### config.mk
export PLATFORM = sky130hd
export DESIGN_NAME = cache_arbiter_flat
export DESIGN_NICKNAME = d
export VERILOG_FILES = /design/src/rtl/cache_arbiter_pkg.sv /design/src/rtl/cache_arbiter_if.sv /design/src/rtl/cache_arbiter_grant.sv /design/src/rtl/cache_arbiter.sv /design/src/flat_wrapper.sv
export SDC_FILE = /design/constraint.sdc
export NUM_CORES = 1
export LEC_CHECK = 0
export CORE_AREA = 5 5 176 178
export CTS_CLUSTER_DIAMETER = 200
export DETAILED_ROUTE_END_ITERATION = 8
export DIE_AREA = 0 0 181 183
export SETUP_SLACK_MARGIN = 0.05
export SLEW_MARGIN = 20
export SYNTH_ARGS = -nofsm -noshare
export SYNTH_HDL_FRONTEND = slang
export SYNTH_HIERARCHICAL = 1
export SYNTH_SLANG_ARGS = --single-unit
### constraint.sdc
create_clock -name aclk -period 1.35 [get_ports aclk]
set_input_delay 0.2025 -clock aclk [delete_from_list [all_inputs] [get_ports aclk]]
set_output_delay 0.2025 -clock aclk [all_outputs]
set_load 0.01 [all_outputs]
### src/rtl/cache_arbiter_pkg.sv
`default_nettype none
// ============================================================================
// Module      : cache_arbiter_pkg
// Description : Shared widths and types for the two-master cache-port arbiter.
// Revision    : 1.0
// ============================================================================
package cache_arbiter_pkg;

  localparam int ADDR_W = 32;
  localparam int DATA_W = 32;
  localparam int STRB_W = DATA_W / 8;
  localparam int PROT_W = 3;
  localparam int RESP_W = 2;

  // ARB_RESP doubles as the DATA phase of the read group.
  typedef enum logic [1:0] {
    ARB_IDLE = 2'd0,
    ARB_ADDR = 2'd1,
    ARB_RESP = 2'd2
  } arb_state_t;

  typedef logic port_t;

  function automatic port_t fixed_pick(input logic [1:0] req);
    return req[0] ? 1'b0 : 1'b1;
  endfunction

endpackage
`default_nettype wire

### src/rtl/cache_arbiter_if.sv
`default_nettype none
// ============================================================================
// Module      : cache_arbiter_if
// Description : AXI4-Lite channel bundle with master/slave modports.
// Revision    : 1.0
// ============================================================================
interface cache_arbiter_if;
  import cache_arbiter_pkg::*;

  logic [ADDR_W-1:0] awaddr;
  logic [PROT_W-1:0] awprot;
  logic              awvalid;
  logic              awready;

  logic [DATA_W-1:0] wdata;
  logic [STRB_W-1:0] wstrb;
  logic              wvalid;
  logic              wready;

  logic [RESP_W-1:0] bresp;
  logic              bvalid;
  logic              bready;

  logic [ADDR_W-1:0] araddr;
  logic [PROT_W-1:0] arprot;
  logic              arvalid;
  logic              arready;

  logic [DATA_W-1:0] rdata;
  logic [RESP_W-1:0] rresp;
  logic              rvalid;
  logic              rready;

  modport master (
    output awaddr, awprot, awvalid, wdata, wstrb, wvalid, bready,
    output araddr, arprot, arvalid, rready,
    input  awready, wready, bresp, bvalid, arready, rdata, rresp, rvalid
  );

  modport slave (
    input  awaddr, awprot, awvalid, wdata, wstrb, wvalid, bready,
    input  araddr, arprot, arvalid, rready,
    output awready, wready, bresp, bvalid, arready, rdata, rresp, rvalid
  );

endinterface
`default_nettype wire

### src/rtl/cache_arbiter_grant.sv
`default_nettype none
// ============================================================================
// Module      : cache_arbiter_grant
// Description : Two-request grant decision, fixed priority or round-robin.
//               Round-robin selected by CACHE_ARBITER_ROUND_ROBIN_EN.
// Revision    : 1.0
// ============================================================================
module cache_arbiter_grant
  import cache_arbiter_pkg::*;
(
  input  logic       aclk,
  input  logic       aresetn,
  input  logic [1:0] req,
  input  logic       load,
  output port_t      grant
);

`ifdef CACHE_ARBITER_ROUND_ROBIN_EN
  port_t r_last;

  // Pointer starts at "last = 1" so the first contested grant goes to port 0.
  always_ff @(posedge aclk) begin
    if (!aresetn) begin
      r_last <= 1'b1;
    end else if (load) begin
      r_last <= grant;
    end
  end

  always_comb begin
    grant = fixed_pick(req);
    if (&req) begin
      grant = ~r_last;
    end
  end
`else
  logic w_unused;

  assign grant    = fixed_pick(req);
  assign w_unused = &{1'b0, aclk, aresetn, load};
`endif

endmodule
`default_nettype wire

### src/rtl/cache_arbiter.sv
`default_nettype none
// ============================================================================
// Module      : cache_arbiter
// Description : Two-master to one-slave AXI4-Lite arbiter, independent read
//               and write groups, one outstanding transaction per group.
//               Policy macro: CACHE_ARBITER_ROUND_ROBIN_EN (round-robin).
// Revision    : 1.0
// ============================================================================
module cache_arbiter
  import cache_arbiter_pkg::*;
(
  input  logic                  aclk,
  input  logic                  aresetn,
  cache_arbiter_if.slave        s0,
  cache_arbiter_if.slave        s1,
  cache_arbiter_if.master       m,
  output port_t                 rgrant,
  output logic                  rbusy,
  output port_t                 wgrant,
  output logic                  wbusy
);

  // --------------------------------------------------------------------------
  // Read group
  // --------------------------------------------------------------------------
  arb_state_t r_rstate;
  arb_state_t w_rstate_nxt;
  port_t      r_rgrant;
  port_t      w_rgrant_arb;
  logic [1:0] w_rreq;
  logic       w_rload;
  logic       w_rd_addr;
  logic       w_rd_data;
  logic       w_m_arvalid;
  logic       w_m_rready;
  logic       w_ar_hs;
  logic       w_r_hs;

  assign w_rreq    = {s1.arvalid, s0.arvalid};
  assign w_rload   = (r_rstate == ARB_IDLE) && (|w_rreq);
  assign w_rd_addr = (r_rstate == ARB_ADDR);
  assign w_rd_data = (r_rstate == ARB_RESP);

  cache_arbiter_grant u_rgrant (
    .aclk    (aclk),
    .aresetn (aresetn),
    .req     (w_rreq),
    .load    (w_rload),
    .grant   (w_rgrant_arb)
  );

  always_ff @(posedge aclk) begin
    if (!aresetn) begin
      r_rstate <= ARB_IDLE;
      r_rgrant <= 1'b0;
    end else begin
      r_rstate <= w_rstate_nxt;
      if (w_rload) begin
        r_rgrant <= w_rgrant_arb;
      end
    end
  end

  always_comb begin
    w_rstate_nxt = r_rstate;
    case (r_rstate)
      ARB_IDLE: if (|w_rreq) w_rstate_nxt = ARB_ADDR;
      ARB_ADDR: if (w_ar_hs) w_rstate_nxt = ARB_RESP;
      ARB_RESP: if (w_r_hs)  w_rstate_nxt = ARB_IDLE;
      default:               w_rstate_nxt = ARB_IDLE;
    endcase
  end

  assign w_m_arvalid = w_rd_addr & (r_rgrant ? s1.arvalid : s0.arvalid);
  assign w_m_rready  = w_rd_data & (r_rgrant ? s1.rready  : s0.rready);
  assign w_ar_hs     = w_m_arvalid & m.arready;
  assign w_r_hs      = m.rvalid & w_m_rready;

  assign m.araddr  = r_rgrant ? s1.araddr : s0.araddr;
  assign m.arprot  = r_rgrant ? s1.arprot : s0.arprot;
  assign m.arvalid = w_m_arvalid;
  assign m.rready  = w_m_rready;

  assign s0.arready = w_rd_addr & ~r_rgrant & m.arready;
  assign s1.arready = w_rd_addr &  r_rgrant & m.arready;
  assign s0.rvalid  = w_rd_data & ~r_rgrant & m.rvalid;
  assign s1.rvalid  = w_rd_data &  r_rgrant & m.rvalid;
  assign s0.rdata   = m.rdata;
  assign s1.rdata   = m.rdata;
  assign s0.rresp   = m.rresp;
  assign s1.rresp   = m.rresp;

  assign rgrant = r_rgrant;
  assign rbusy  = (r_rstate != ARB_IDLE);

  // --------------------------------------------------------------------------
  // Write group
  // --------------------------------------------------------------------------
  arb_state_t r_wstate;
  arb_state_t w_wstate_nxt;
  port_t      r_wgrant;
  port_t      w_wgrant_arb;
  logic [1:0] w_wreq;
  logic       w_wload;
  logic       w_wr_addr;
  logic       w_wr_resp;
  logic       r_aw_done;
  logic       r_w_done;
  logic       w_m_awvalid;
  logic       w_m_wvalid;
  logic       w_m_bready;
  logic       w_aw_hs;
  logic       w_w_hs;
  logic       w_addr_phase_done;
  logic       w_b_hs;

  assign w_wreq    = {s1.awvalid, s0.awvalid};
  assign w_wload   = (r_wstate == ARB_IDLE) && (|w_wreq);
  assign w_wr_addr = (r_wstate == ARB_ADDR);
  assign w_wr_resp = (r_wstate == ARB_RESP);

  cache_arbiter_grant u_wgrant (
    .aclk    (aclk),
    .aresetn (aresetn),
    .req     (w_wreq),
    .load    (w_wload),
    .grant   (w_wgrant_arb)
  );

  always_ff @(posedge aclk) begin
    if (!aresetn) begin
      r_wstate <= ARB_IDLE;
      r_wgrant <= 1'b0;
    end else begin
      r_wstate <= w_wstate_nxt;
      if (w_wload) begin
        r_wgrant <= w_wgrant_arb;
      end
    end
  end

  // AW and W may complete in either order or together; each is masked once done.
  always_ff @(posedge aclk) begin
    if (!aresetn) begin
      r_aw_done <= 1'b0;
      r_w_done  <= 1'b0;
    end else if (w_wr_addr) begin
      if (w_addr_phase_done) begin
        r_aw_done <= 1'b0;
        r_w_done  <= 1'b0;
      end else begin
        if (w_aw_hs) r_aw_done <= 1'b1;
        if (w_w_hs)  r_w_done  <= 1'b1;
      end
    end
  end

  always_comb begin
    w_wstate_nxt = r_wstate;
    case (r_wstate)
      ARB_IDLE: if (|w_wreq)           w_wstate_nxt = ARB_ADDR;
      ARB_ADDR: if (w_addr_phase_done) w_wstate_nxt = ARB_RESP;
      ARB_RESP: if (w_b_hs)            w_wstate_nxt = ARB_IDLE;
      default:                         w_wstate_nxt = ARB_IDLE;
    endcase
  end

  assign w_m_awvalid = w_wr_addr & ~r_aw_done & (r_wgrant ? s1.awvalid : s0.awvalid);
  assign w_m_wvalid  = w_wr_addr & ~r_w_done  & (r_wgrant ? s1.wvalid  : s0.wvalid);
  assign w_m_bready  = w_wr_resp & (r_wgrant ? s1.bready : s0.bready);
  assign w_aw_hs     = w_m_awvalid & m.awready;
  assign w_w_hs      = w_m_wvalid  & m.wready;
  assign w_b_hs      = m.bvalid & w_m_bready;
  assign w_addr_phase_done = (r_aw_done | w_aw_hs) & (r_w_done | w_w_hs);

  assign m.awaddr  = r_wgrant ? s1.awaddr : s0.awaddr;
  assign m.awprot  = r_wgrant ? s1.awprot : s0.awprot;
  assign m.awvalid = w_m_awvalid;
  assign m.wdata   = r_wgrant ? s1.wdata  : s0.wdata;
  assign m.wstrb   = r_wgrant ? s1.wstrb  : s0.wstrb;
  assign m.wvalid  = w_m_wvalid;
  assign m.bready  = w_m_bready;

  assign s0.awready = w_wr_addr & ~r_aw_done & ~r_wgrant & m.awready;
  assign s1.awready = w_wr_addr & ~r_aw_done &  r_wgrant & m.awready;
  assign s0.wready  = w_wr_addr & ~r_w_done  & ~r_wgrant & m.wready;
  assign s1.wready  = w_wr_addr & ~r_w_done  &  r_wgrant & m.wready;
  assign s0.bvalid  = w_wr_resp & ~r_wgrant & m.bvalid;
  assign s1.bvalid  = w_wr_resp &  r_wgrant & m.bvalid;
  assign s0.bresp   = m.bresp;
  assign s1.bresp   = m.bresp;

  assign wgrant = r_wgrant;
  assign wbusy  = (r_wstate != ARB_IDLE);

endmodule
`default_nettype wire
### src/flat_wrapper.sv
// flat-port wrapper written by rule: the top's interface ports become plain ports
module cache_arbiter_flat import cache_arbiter_pkg::*;
  (aclk, aresetn, rgrant, rbusy, wgrant, wbusy, s0_awaddr, s0_awprot, s0_awvalid, s0_wdata, s0_wstrb, s0_wvalid, s0_bready, s0_araddr, s0_arprot, s0_arvalid, s0_rready, s0_awready, s0_wready, s0_bresp, s0_bvalid, s0_arready, s0_rdata, s0_rresp, s0_rvalid, s1_awaddr, s1_awprot, s1_awvalid, s1_wdata, s1_wstrb, s1_wvalid, s1_bready, s1_araddr, s1_arprot, s1_arvalid, s1_rready, s1_awready, s1_wready, s1_bresp, s1_bvalid, s1_arready, s1_rdata, s1_rresp, s1_rvalid, m_awaddr, m_awprot, m_awvalid, m_wdata, m_wstrb, m_wvalid, m_bready, m_araddr, m_arprot, m_arvalid, m_rready, m_awready, m_wready, m_bresp, m_bvalid, m_arready, m_rdata, m_rresp, m_rvalid);
  cache_arbiter_if s0_i ();
  cache_arbiter_if s1_i ();
  cache_arbiter_if m_i ();
  input  logic aclk;
  input  logic aresetn;
  output port_t rgrant;
  output logic rbusy;
  output port_t wgrant;
  output logic wbusy;
  input wire logic [$bits(s0_i.awaddr)-1:0] s0_awaddr;
  input wire logic [$bits(s0_i.awprot)-1:0] s0_awprot;
  input wire logic [$bits(s0_i.awvalid)-1:0] s0_awvalid;
  input wire logic [$bits(s0_i.wdata)-1:0] s0_wdata;
  input wire logic [$bits(s0_i.wstrb)-1:0] s0_wstrb;
  input wire logic [$bits(s0_i.wvalid)-1:0] s0_wvalid;
  input wire logic [$bits(s0_i.bready)-1:0] s0_bready;
  input wire logic [$bits(s0_i.araddr)-1:0] s0_araddr;
  input wire logic [$bits(s0_i.arprot)-1:0] s0_arprot;
  input wire logic [$bits(s0_i.arvalid)-1:0] s0_arvalid;
  input wire logic [$bits(s0_i.rready)-1:0] s0_rready;
  output wire logic [$bits(s0_i.awready)-1:0] s0_awready;
  output wire logic [$bits(s0_i.wready)-1:0] s0_wready;
  output wire logic [$bits(s0_i.bresp)-1:0] s0_bresp;
  output wire logic [$bits(s0_i.bvalid)-1:0] s0_bvalid;
  output wire logic [$bits(s0_i.arready)-1:0] s0_arready;
  output wire logic [$bits(s0_i.rdata)-1:0] s0_rdata;
  output wire logic [$bits(s0_i.rresp)-1:0] s0_rresp;
  output wire logic [$bits(s0_i.rvalid)-1:0] s0_rvalid;
  input wire logic [$bits(s1_i.awaddr)-1:0] s1_awaddr;
  input wire logic [$bits(s1_i.awprot)-1:0] s1_awprot;
  input wire logic [$bits(s1_i.awvalid)-1:0] s1_awvalid;
  input wire logic [$bits(s1_i.wdata)-1:0] s1_wdata;
  input wire logic [$bits(s1_i.wstrb)-1:0] s1_wstrb;
  input wire logic [$bits(s1_i.wvalid)-1:0] s1_wvalid;
  input wire logic [$bits(s1_i.bready)-1:0] s1_bready;
  input wire logic [$bits(s1_i.araddr)-1:0] s1_araddr;
  input wire logic [$bits(s1_i.arprot)-1:0] s1_arprot;
  input wire logic [$bits(s1_i.arvalid)-1:0] s1_arvalid;
  input wire logic [$bits(s1_i.rready)-1:0] s1_rready;
  output wire logic [$bits(s1_i.awready)-1:0] s1_awready;
  output wire logic [$bits(s1_i.wready)-1:0] s1_wready;
  output wire logic [$bits(s1_i.bresp)-1:0] s1_bresp;
  output wire logic [$bits(s1_i.bvalid)-1:0] s1_bvalid;
  output wire logic [$bits(s1_i.arready)-1:0] s1_arready;
  output wire logic [$bits(s1_i.rdata)-1:0] s1_rdata;
  output wire logic [$bits(s1_i.rresp)-1:0] s1_rresp;
  output wire logic [$bits(s1_i.rvalid)-1:0] s1_rvalid;
  output wire logic [$bits(m_i.awaddr)-1:0] m_awaddr;
  output wire logic [$bits(m_i.awprot)-1:0] m_awprot;
  output wire logic [$bits(m_i.awvalid)-1:0] m_awvalid;
  output wire logic [$bits(m_i.wdata)-1:0] m_wdata;
  output wire logic [$bits(m_i.wstrb)-1:0] m_wstrb;
  output wire logic [$bits(m_i.wvalid)-1:0] m_wvalid;
  output wire logic [$bits(m_i.bready)-1:0] m_bready;
  output wire logic [$bits(m_i.araddr)-1:0] m_araddr;
  output wire logic [$bits(m_i.arprot)-1:0] m_arprot;
  output wire logic [$bits(m_i.arvalid)-1:0] m_arvalid;
  output wire logic [$bits(m_i.rready)-1:0] m_rready;
  input wire logic [$bits(m_i.awready)-1:0] m_awready;
  input wire logic [$bits(m_i.wready)-1:0] m_wready;
  input wire logic [$bits(m_i.bresp)-1:0] m_bresp;
  input wire logic [$bits(m_i.bvalid)-1:0] m_bvalid;
  input wire logic [$bits(m_i.arready)-1:0] m_arready;
  input wire logic [$bits(m_i.rdata)-1:0] m_rdata;
  input wire logic [$bits(m_i.rresp)-1:0] m_rresp;
  input wire logic [$bits(m_i.rvalid)-1:0] m_rvalid;
  assign s0_i.awaddr = s0_awaddr;
  assign s0_i.awprot = s0_awprot;
  assign s0_i.awvalid = s0_awvalid;
  assign s0_i.wdata = s0_wdata;
  assign s0_i.wstrb = s0_wstrb;
  assign s0_i.wvalid = s0_wvalid;
  assign s0_i.bready = s0_bready;
  assign s0_i.araddr = s0_araddr;
  assign s0_i.arprot = s0_arprot;
  assign s0_i.arvalid = s0_arvalid;
  assign s0_i.rready = s0_rready;
  assign s0_awready = s0_i.awready;
  assign s0_wready = s0_i.wready;
  assign s0_bresp = s0_i.bresp;
  assign s0_bvalid = s0_i.bvalid;
  assign s0_arready = s0_i.arready;
  assign s0_rdata = s0_i.rdata;
  assign s0_rresp = s0_i.rresp;
  assign s0_rvalid = s0_i.rvalid;
  assign s1_i.awaddr = s1_awaddr;
  assign s1_i.awprot = s1_awprot;
  assign s1_i.awvalid = s1_awvalid;
  assign s1_i.wdata = s1_wdata;
  assign s1_i.wstrb = s1_wstrb;
  assign s1_i.wvalid = s1_wvalid;
  assign s1_i.bready = s1_bready;
  assign s1_i.araddr = s1_araddr;
  assign s1_i.arprot = s1_arprot;
  assign s1_i.arvalid = s1_arvalid;
  assign s1_i.rready = s1_rready;
  assign s1_awready = s1_i.awready;
  assign s1_wready = s1_i.wready;
  assign s1_bresp = s1_i.bresp;
  assign s1_bvalid = s1_i.bvalid;
  assign s1_arready = s1_i.arready;
  assign s1_rdata = s1_i.rdata;
  assign s1_rresp = s1_i.rresp;
  assign s1_rvalid = s1_i.rvalid;
  assign m_awaddr = m_i.awaddr;
  assign m_awprot = m_i.awprot;
  assign m_awvalid = m_i.awvalid;
  assign m_wdata = m_i.wdata;
  assign m_wstrb = m_i.wstrb;
  assign m_wvalid = m_i.wvalid;
  assign m_bready = m_i.bready;
  assign m_araddr = m_i.araddr;
  assign m_arprot = m_i.arprot;
  assign m_arvalid = m_i.arvalid;
  assign m_rready = m_i.rready;
  assign m_i.awready = m_awready;
  assign m_i.wready = m_wready;
  assign m_i.bresp = m_bresp;
  assign m_i.bvalid = m_bvalid;
  assign m_i.arready = m_arready;
  assign m_i.rdata = m_rdata;
  assign m_i.rresp = m_rresp;
  assign m_i.rvalid = m_rvalid;
  cache_arbiter u_core (.aclk(aclk), .aresetn(aresetn), .s0(s0_i), .s1(s1_i), .m(m_i), .rgrant(rgrant), .rbusy(rbusy), .wgrant(wgrant), .wbusy(wbusy));
endmodule
==> flow_summary.yaml, run 1 <==
outcome:
  status: "finished, violations left"
  violations: "setup timing"
detailed_routing:
  firstDrtPassIters: 4
  drt_wl_total_microns: 17800
  wl_per_cell_microns: 17.4
  vias: 3432
  ant_nets: 0
  dr.first_iter.drc_count: 26
  viasPerCell: 3.35
  drc: 0
power:
  vdd_ir_drop_max_mv: 0.255
  leakage_nw: 3.35
  power.density_nw_per_um2: 499
  power_mw: 3.89
clocking:
  clkSinkCount: 8
  clk_latency_ns: 0.24
  htree_levels: 1
  cts_tree: "done"
  cts.clk_slew.worst_paths_ns: 0.04
  numCtsBuffers: 3
  cts_root_buffer: "clkbuf_16"
  cts_max_path_buffers: 2
timing:
  slew_headroom_pct: 79.3
  rsz0062_at_grt: "true"
  fin_crit_sh_pct: 127
  worst_slew_pin_slew_ns: 0.310
  maxSlewViolCount: 0
  setup_viol: 127
  fin_skew_ns: 0.00258
  timing.final.ws_setup_ns: -0.364
  hold_viol_final: 0
  max_freq_mhz: 583
  period_needed_ns: 1.71
synth:
  postSynthCellCount: 265
  synth.avg_cell_area_sq_um: 9.00
  ys_ff_latch: 8
  syn-num-nets: 530
  synth_area_sq_um: 2390
  yosysWarnings: 6
  seq_area_frac_synth_pct: 6.71
  synth_cell_types: 30
critical_path:
  start_kind: "register"
  crit_path_max_fanout: 5
  crit_required_ns: 1.15
  worstSetupEndpointType: "primary output"
  reg2reg_depth: 7
  cp_data_arrival_time_ns: 1.51
  setup.worst_path.class: "register to primary output"
placement:
  dp_slack_ns: -0.454
  finalWeightedCongestion: 0.782
  dpl.hpwl_microns: 13400
  portBuffers: 353
  place_area_sq_um: 6060
grt:
  grt_pass1_wl_microns: 23400
  gr-total-overflow: 0
  grt_use_total_pct: 9.25
  grt_max_degree: 18
  grt_pass1_vias: 3821
  antenna_found_initial: 1
finish:
  fin_area_sq_um: 7800
  drive_above_1_share_pct: 58.5
  final_core_util_pct: 26.7
  diodes: 0
  syn_to_final_growth_pct: 227
  nets: 900
  nFillCells: 3060
die:
  dieHeight_microns: 183
  start_util_pct: 8.16
  die_w_microns: 181
  die_area_sq_um: 33100
  fp-row-count: 63
  io-pin-count: 462
  coreArea_sq_um: 29200
min_path:
  hp-class: "primary input to primary output"
  hold_depth: 0
job:
  maxCapViolCount: 0
-- area by class of cell --
type                       instances  area [sq um]  area share (%)
inverter                           6          22.5           0.289
tap                              390           488            6.26
timing repair buffer             452          4930            63.2
multi-input combinational        164          2110            27.0
clock buffer                       4          78.8            1.01
sequential                         8           175            2.25
-- cells in the final DEF, fill, tap and decap left out, types with 3 or more instances in the layout --
| cell type | n |
|---|---|
| and3_4 | 3 |
| buf_12 | 8 |
| buf_16 | 10 |
| buf_2 | 9 |
| buf_4 | 25 |
| buf_6 | 159 |
| clkbuf_16 | 8 |
| clkbuf_2 | 6 |
| clkdlybuf4s50_1 | 228 |
| dfxtp_2 | 3 |
| dfxtp_4 | 3 |
| inv_1 | 6 |
| mux2_2 | 6 |
| mux2_4 | 101 |
| mux2i_1 | 3 |
| mux2i_4 | 3 |
| nand2_1 | 3 |
| nor2_1 | 8 |
| nor2_2 | 5 |
| nor3_2 | 5 |
-- where the power goes --
| group | internal [mW] | leakage (nW) | switching (mW) |
|---|---|---|---|
| clock | 0.398 | 0.0382 | 0.163 |
| combinational | 2.10 | 3.25 | 0.956 |
| sequential | 0.253 | 0.0687 | 0.0224 |
| total | 2.75 | 3.35 | 1.14 |
-- through the flow --
step	setup TNS (ns)	std cells	hold WS (ns)
2_1_floorplan	0	265	0.388
3_3_place_gp	-36.77	951	0.405
3_5_place_dp	-36.96	951	0.405
4_1_cts	-36.85	989	0.405
5_1_grt	-35.53	1024	0.405
6_report	-30.19	1024	0.405
-- state kept, by name (all words and copies together) (netlist names) --
| name | count |
|---|---|
| u_core/r_rstate | 2 |
| u_core/r_w_done | 1 |
| u_core/r_wstate | 2 |
| u_core/wgrant | 1 |
| u_core/rgrant | 1 |
| u_core/r_aw_done | 1 |
-- cell usage after synthesis (all sizes together) --
cell / instances / area share [%]
o21ai: 1 / 0.21
inv: 6 / 0.94
buf: 87 / 26
a21oi: 2 / 0.42
mux2i: 6 / 2.5
nand2: 3 / 0.47
nor4b: 1 / 0.37
and4: 1 / 0.37
o2bb2ai: 1 / 0.37
nand2b: 3 / 0.79
nor2b: 2 / 0.52
dfxtp: 8 / 6.7
o31a: 1 / 0.37
or2: 2 / 0.52
a31oi: 1 / 0.89
or3: 1 / 0.26
nand3b: 1 / 0.31
a2111oi: 1 / 0.42
and2: 1 / 0.26
nor3b: 2 / 0.63
nor2: 15 / 2.7
mux2: 107 / 51
and3: 3 / 0.79
o211ai: 1 / 0.31
nor3: 8 / 1.9
-- per-layer routing --
layer / track usage [%] / wire, microns
met5: 0 / 0
met4: 2.49 / 322
met3: 4.56 / 1970
met2: 17.7 / 9480
met1: 8.78 / 6070
-- worst max-delay path, stage by stage, from the launching register on --
cell     delay, ns
dfxtp_4       0.36
buf_12        0.12
buf_12        0.14
buf_12        0.13
buf_6         0.11
mux2_4        0.29
buf_6         0.12
-- cells by family (layout without fill, tap and decap cells) --
| family | Yosys count | after routing | share of synthesized area, % |
|---|---|---|---|
| buffers and inverters | 93 | 462 | 27.3 |
| AND/OR/NAND/NOR | 43 | 43 | 9.86 |
| AO/OA/AOI/OAI | 8 | 8 | 2.99 |
| flip-flops | 8 | 8 | 6.71 |
| multiplexers | 113 | 113 | 53.2 |
-- final timing paths --
kind	startpoint	endpoint	slack, ns
worst max-delay path	u_core/rgrant	m_araddr[22]	-0.36
worst min-delay path	m_rdata[21]	s0_rdata[21]	0.41
worst max register to register	u_core/rgrant	u_core/r_rstate[1]	-0.26
worst min register to register	u_core/r_rstate[1]	u_core/r_rstate[1]	0.60
-- timing repair --
| item | CTS | global route |
|---|---|---|
| gates cloned | 9 | 5 |
| endpoints found under the setup margin | 133 | 132 |
| buffers inserted | 25 | 36 |
| hold buffers | 0 | 0 |
| pin swaps | 7 | 6 |
| resized for setup | 578 | 244 |
(Power assumes the default switching activity.)
==> run 2, diff against run 1 <==
--- a/config.mk
+++ b/config.mk
@@ -5,6 +5,7 @@
 export SDC_FILE = /design/constraint.sdc
 export NUM_CORES = 1
 export LEC_CHECK = 0
+export CAP_MARGIN = 20
 export CORE_AREA = 5 5 176 178
 export CTS_CLUSTER_DIAMETER = 200
 export DETAILED_ROUTE_END_ITERATION = 8
==> constraint.sdc (replaced) <==
create_clock -name aclk -period 1.4 [get_ports aclk]
set_input_delay 0.21 -clock aclk [delete_from_list [all_inputs] [get_ports aclk]]
set_output_delay 0.21 -clock aclk [all_outputs]
set_load 0.01 [all_outputs]
==> flow_summary.yaml, run 2 (synthesized netlist as in run 1, its figures left out) <==
finish:
  most-common-layout-cells: "clkdlybuf4s50_1, buf_6, mux2_4, buf_4, buf_12"
  final_common_cell: "clkdlybuf4s50_1"
  regArea_sq_um: 175
  multiInputGateArea_sq_um: 2170
  reg_top3: "u_core/r_rstate (2), u_core/r_wstate (2)"
  fin_area_sq_um: 7650
  nets: 881
  nFillCells: 3048
  syn_to_final_growth_pct: 221
  drive_above_1_share_pct: 57.9
detailed_routing:
  drt_wl_total_microns: 19600
  dr.first_iter.drc_count: 48
  drc: 0
  firstDrtPassIters: 4
  ant_nets: 0
  viasPerCell: 3.38
  vias: 3406
  wl_per_cell_microns: 19.5
min_path:
  hp-class: "primary input to primary output"
grt:
  antenna_found_initial: 1
  grt_pass1_vias: 3907
  grt_max_degree: 10
  grt_use_total_pct: 10.8
  grt_pass1_wl_microns: 26600
  gr-total-overflow: 0
critical_path:
  path_buf_inv: 4
  cp_data_arrival_time_ns: 1.45
  crit_slowest_cell: "dfxtp_4"
  path_delay_family: "buffers and inverters"
  path_cells: "buf_12 > buf_12 > buf_16 > mux2_4 > buf_6"
  worstSetupEndpointType: "primary output"
  setup.worst_path.class: "register to primary output"
  start_kind: "register"
  path_common_cell: "buf_12"
  rrSetupSlack_ns: -0.20
  crit_required_ns: 1.19
  cp_slowest_stage_delay_ns: 0.36
  crit_path_max_fanout: 7
timing:
  slew_headroom_pct: 75.0
  setup_viol: 122
  period_needed_ns: 1.66
  hold_slack_ns: 0.420
  max_freq_mhz: 601
  maxSlewViolCount: 0
  hold_viol_final: 0
  fin_crit_sh_pct: 119
  worst_slew_pin_slew_ns: 0.372
  timing.final.ws_setup_ns: -0.263
  rsz0062_at_grt: "true"
  tns_ns: -19.48
  fin_skew_ns: 0.00441
clocking:
  holdBufCountCts: 0
  cts_max_path_buffers: 2
  clkSinkCount: 8
  numCtsBuffers: 3
  cts_root_buffer: "clkbuf_16"
  cts_tree: "done"
  cts.clk_slew.worst_paths_ns: 0.05
  htree_levels: 1
  clk_latency_ns: 0.24
die:
  coreArea_sq_um: 29200
  io-pin-count: 462
  fp-row-count: 63
  die_w_microns: 181
  start_util_pct: 8.16
  die_area_sq_um: 33100
  dieHeight_microns: 183
power:
  vdd_ir_drop_max_mv: 0.268
  power.density_nw_per_um2: 481
  leakage_nw: 3.24
placement:
  portBuffers: 353
  place_area_sq_um: 6110
  dpl.hpwl_microns: 15700
  finalWeightedCongestion: 0.806
outcome:
  violations: "setup timing"
  status: "finished, violations left"
job:
  maxCapViolCount: 0
run 2: changes by cell type in the layout (fill, tap and decap cells not counted), moves of 3 or more:
cell,previous run,this run
mux2_2,6,0
buf_16,10,3
nor2_4,2,6
nor2_2,5,2
clkbuf_16,8,4
buf_8,2,8
clkbuf_2,6,1
buf_6,159,148
mux2_4,101,107
buf_4,25,20
buf_12,8,17
run 2: per-stage QoR:
stage	setup WS [ns]	cells	power, mW	utilization [%]
5_1_grt	-0.302	1006	3.87	26.1
6_report	-0.263	1007	3.68	26.2
2_1_floorplan	0.0711	265	1.17	-
3_3_place_gp	-0.499	959	2.40	20.9
3_5_place_dp	-0.505	959	2.40	20.9
4_1_cts	-0.285	1001	3.63	25.4
run 2: final timing paths:
| path | start | endpoint | cells after the start |
|---|---|---|---|
| setup / recovery | u_core/wgrant | m_awaddr[20] | 5 |
| hold / removal | m_rdata[13] | s1_rdata[13] | 0 |
| setup reg to reg | u_core/wgrant | u_core/r_wstate[1] | 7 |
| hold reg to reg | u_core/r_wstate[1] | u_core/r_wstate[0] | 3 |
run 2: layer usage:
layer | GRT usage (%) | vias up | share of wire [%]
met5 | 0 | - | 0
met4 | 2.85 | 0 | 2.3
li1 | - | 1556 | -
met2 | 18.8 | 297 | 48
met3 | 5.06 | 28 | 12
met1 | 12.0 | 1525 | 37
run 2: timing repair:
action,in CTS,in global routing
setup endpoints to repair,133,131
gates resized for setup,812,44
pin swaps,11,7
setup buffers,35,8
cloned,4,1
run 2: worst register-to-register path, delay by kind of cell (launching register included):
| kind | cells | cell delay, ns |
|---|---|---|
| buffers and inverters | 3 | 0.37 |
| and+or+nand+nor | 1 | 0.15 |
| muxes | 1 | 0.31 |
| DFF | 1 | 0.38 |
| AOI/OAI and AO/OA | 2 | 0.27 |
run 2: report_power, final:
part / internal [mW] / switching (mW) / leakage, nW / total, mW
clock network: 0.383 / 0.142 / 0.0382 / 0.525
logic: 1.97 / 0.911 / 3.13 / 2.88
registers: 0.245 / 0.0290 / 0.0687 / 0.274
run 2: final cells by class:
type / instances / share of cell area [%]
multi-input cells: 164 / 28.4
flip-flops and latches: 8 / 2.29
repair buffers: 433 / 61.5
diodes: 2 / 0.0654
well taps: 390 / 6.38
clock buffers: 4 / 1.03
inverters: 6 / 0.294
==> run 3, diff against run 2 <==
--- a/config.mk
+++ b/config.mk
@@ -10,7 +10,7 @@
 export CTS_CLUSTER_DIAMETER = 200
 export DETAILED_ROUTE_END_ITERATION = 8
 export DIE_AREA = 0 0 181 183
-export SETUP_SLACK_MARGIN = 0.05
+export SETUP_SLACK_MARGIN = 0.15
 export SLEW_MARGIN = 20
 export SYNTH_ARGS = -nofsm -noshare
 export SYNTH_HDL_FRONTEND = slang
==> flow_summary.yaml, run 3 (synthesized netlist as in run 1, its figures left out) <==
clocking:
  clk_latency_ns: 0.24
  cts_max_path_buffers: 2
  cts.clk_slew.worst_paths_ns: 0.04
  cts_tree: "done"
  htree_levels: 1
  numCtsBuffers: 3
  holdBufCountCts: 0
  clkSinkCount: 8
  cts_root_buffer: "clkbuf_16"
finish:
  regArea_sq_um: 173
  nets: 882
  multiInputGateArea_sq_um: 2050
  most-common-layout-cells: "clkdlybuf4s50_1, buf_6, mux2_4, mux2_2, buf_4"
  fin_cells: 1006
  syn_to_final_growth_pct: 212
  drive_above_1_share_pct: 57.5
  reg_top3: "u_core/r_rstate (2), u_core/r_wstate (2)"
  diodes: 0
  final_core_util_pct: 25.4
  final_common_cell: "clkdlybuf4s50_1"
  nFillCells: 3087
critical_path:
  setup.worst_path.class: "register to primary output"
  worstSetupEndpointType: "primary output"
  crit_path_max_fanout: 7
  crit_required_ns: 1.19
  start_kind: "register"
  cp_data_arrival_time_ns: 1.54
outcome:
  status: "finished, violations left"
  violations: "setup timing"
power:
  seq_power_share_pct: 7.6
  p_comb_share_pct: 78.1
  intPower_mw: 2.53
  vdd_ir_drop_max_mv: 0.290
  pwr-share-clk_pct: 14.3
  power.density_nw_per_um2: 484
  swShare_pct: 29.9
  leakage_nw: 3.12
  switchingPower_mw: 1.08
detailed_routing:
  ant_nets: 0
  firstDrtPassIters: 4
  wl_per_cell_microns: 16.7
  drt_wl_total_microns: 16800
  dr.first_iter.drc_count: 51
  drc: 0
  vias: 3300
  viasPerCell: 3.28
timing:
  setup_viol: 125
  hold_viol_final: 0
  maxSlewViolCount: 0
  slew_headroom_pct: 74.5
  rsz0062_at_grt: "true"
  period_needed_ns: 1.75
  worst_slew_pin_slew_ns: 0.382
  fin_crit_sh_pct: 125
  max_freq_mhz: 571
  fin_skew_ns: 0.00394
  timing.final.ws_setup_ns: -0.353
job:
  maxCapViolCount: 0
die:
  dieHeight_microns: 183
  start_util_pct: 8.16
  io-pin-count: 462
  die_area_sq_um: 33100
  fp-row-count: 63
  die_w_microns: 181
  coreArea_sq_um: 29200
placement:
  dpl.hpwl_microns: 12700
  dp_cells: 950
  finalWeightedCongestion: 0.859
  portBuffers: 353
min_path:
  hp-class: "primary input to primary output"
grt:
  grt_pass1_vias: 3581
  grt_max_degree: 13
  gr-total-overflow: 0
  grt_pass1_wl_microns: 23200
  grt_use_total_pct: 9.00
  antenna_found_initial: 0
run 3: cell type report:
type	instances	share of cell area, %
inverters	6	0.303
repair buffers	434	62.3
clock buffers	4	1.06
well taps	390	6.56
flip-flops and latches	8	2.32
multi-input cells	164	27.5
run 3: layer usage:
metal / track usage, % / vias up / part of all wire [%]
met2: 15.1 / 172 / 50
met3: 2.78 / 24 / 7.3
met4: 1.71 / 0 / 1.7
met1: 11.5 / 1544 / 41
li1: - / 1560 / -
met5: 0 / - / 0
run 3: stage by stage:
stage	area [sq um]	power [mW]	setup WS (ns)	hold slack, ns	TNS (ns)
finish	7440	3.60	-0.353	0.420	-27.38
global route	7440	3.78	-0.381	0.420	-32.13
CTS	7160	3.49	-0.363	0.420	-30.23
detailed placement	6050	2.39	-0.385	0.420	-34.60
global placement	6050	2.39	-0.393	0.420	-33.69
floorplan	2410	1.18	0.112	0.395	0
run 3: what timing repair did:
item | 4_1_cts | 5_1_grt
pin swaps | 17 | 11
setup buffers | 35 | 6
resized for setup | 673 | 65
endpoints found under the setup margin | 132 | 133
cloned | 10 | 1
run 3: critical path, stage by stage, from the launching register on:
cell and delay, ns:
dfxtp_4 0.35, buf_12 0.14, buf_6 0.11, buf_12 0.12, buf_16 0.14, mux2_4 0.30, buf_6 0.12
run 3: final timing paths:
check | start | to | slack (ns) | cells past startpoint
setup / recovery | u_core/wgrant | m_wdata[7] | -0.35 | 6
hold / removal | m_rdata[1] | s0_rdata[1] | 0.42 | 0
setup reg to reg | u_core/wgrant | u_core/r_wstate[1] | -0.24 | 7
hold reg to reg | u_core/r_wstate[1] | u_core/r_wstate[0] | 0.61 | 3
run 3: power by group through the flow:
stage / clock, mW / combinational (mW) / sequential, mW
floorplan: 0 / 0.914 / 0.263
CTS: 0.547 / 2.67 / 0.272
global placement: 0 / 2.13 / 0.267
finish: 0.516 / 2.81 / 0.273
detailed placement: 0 / 2.12 / 0.268
global route: 0.548 / 2.96 / 0.275
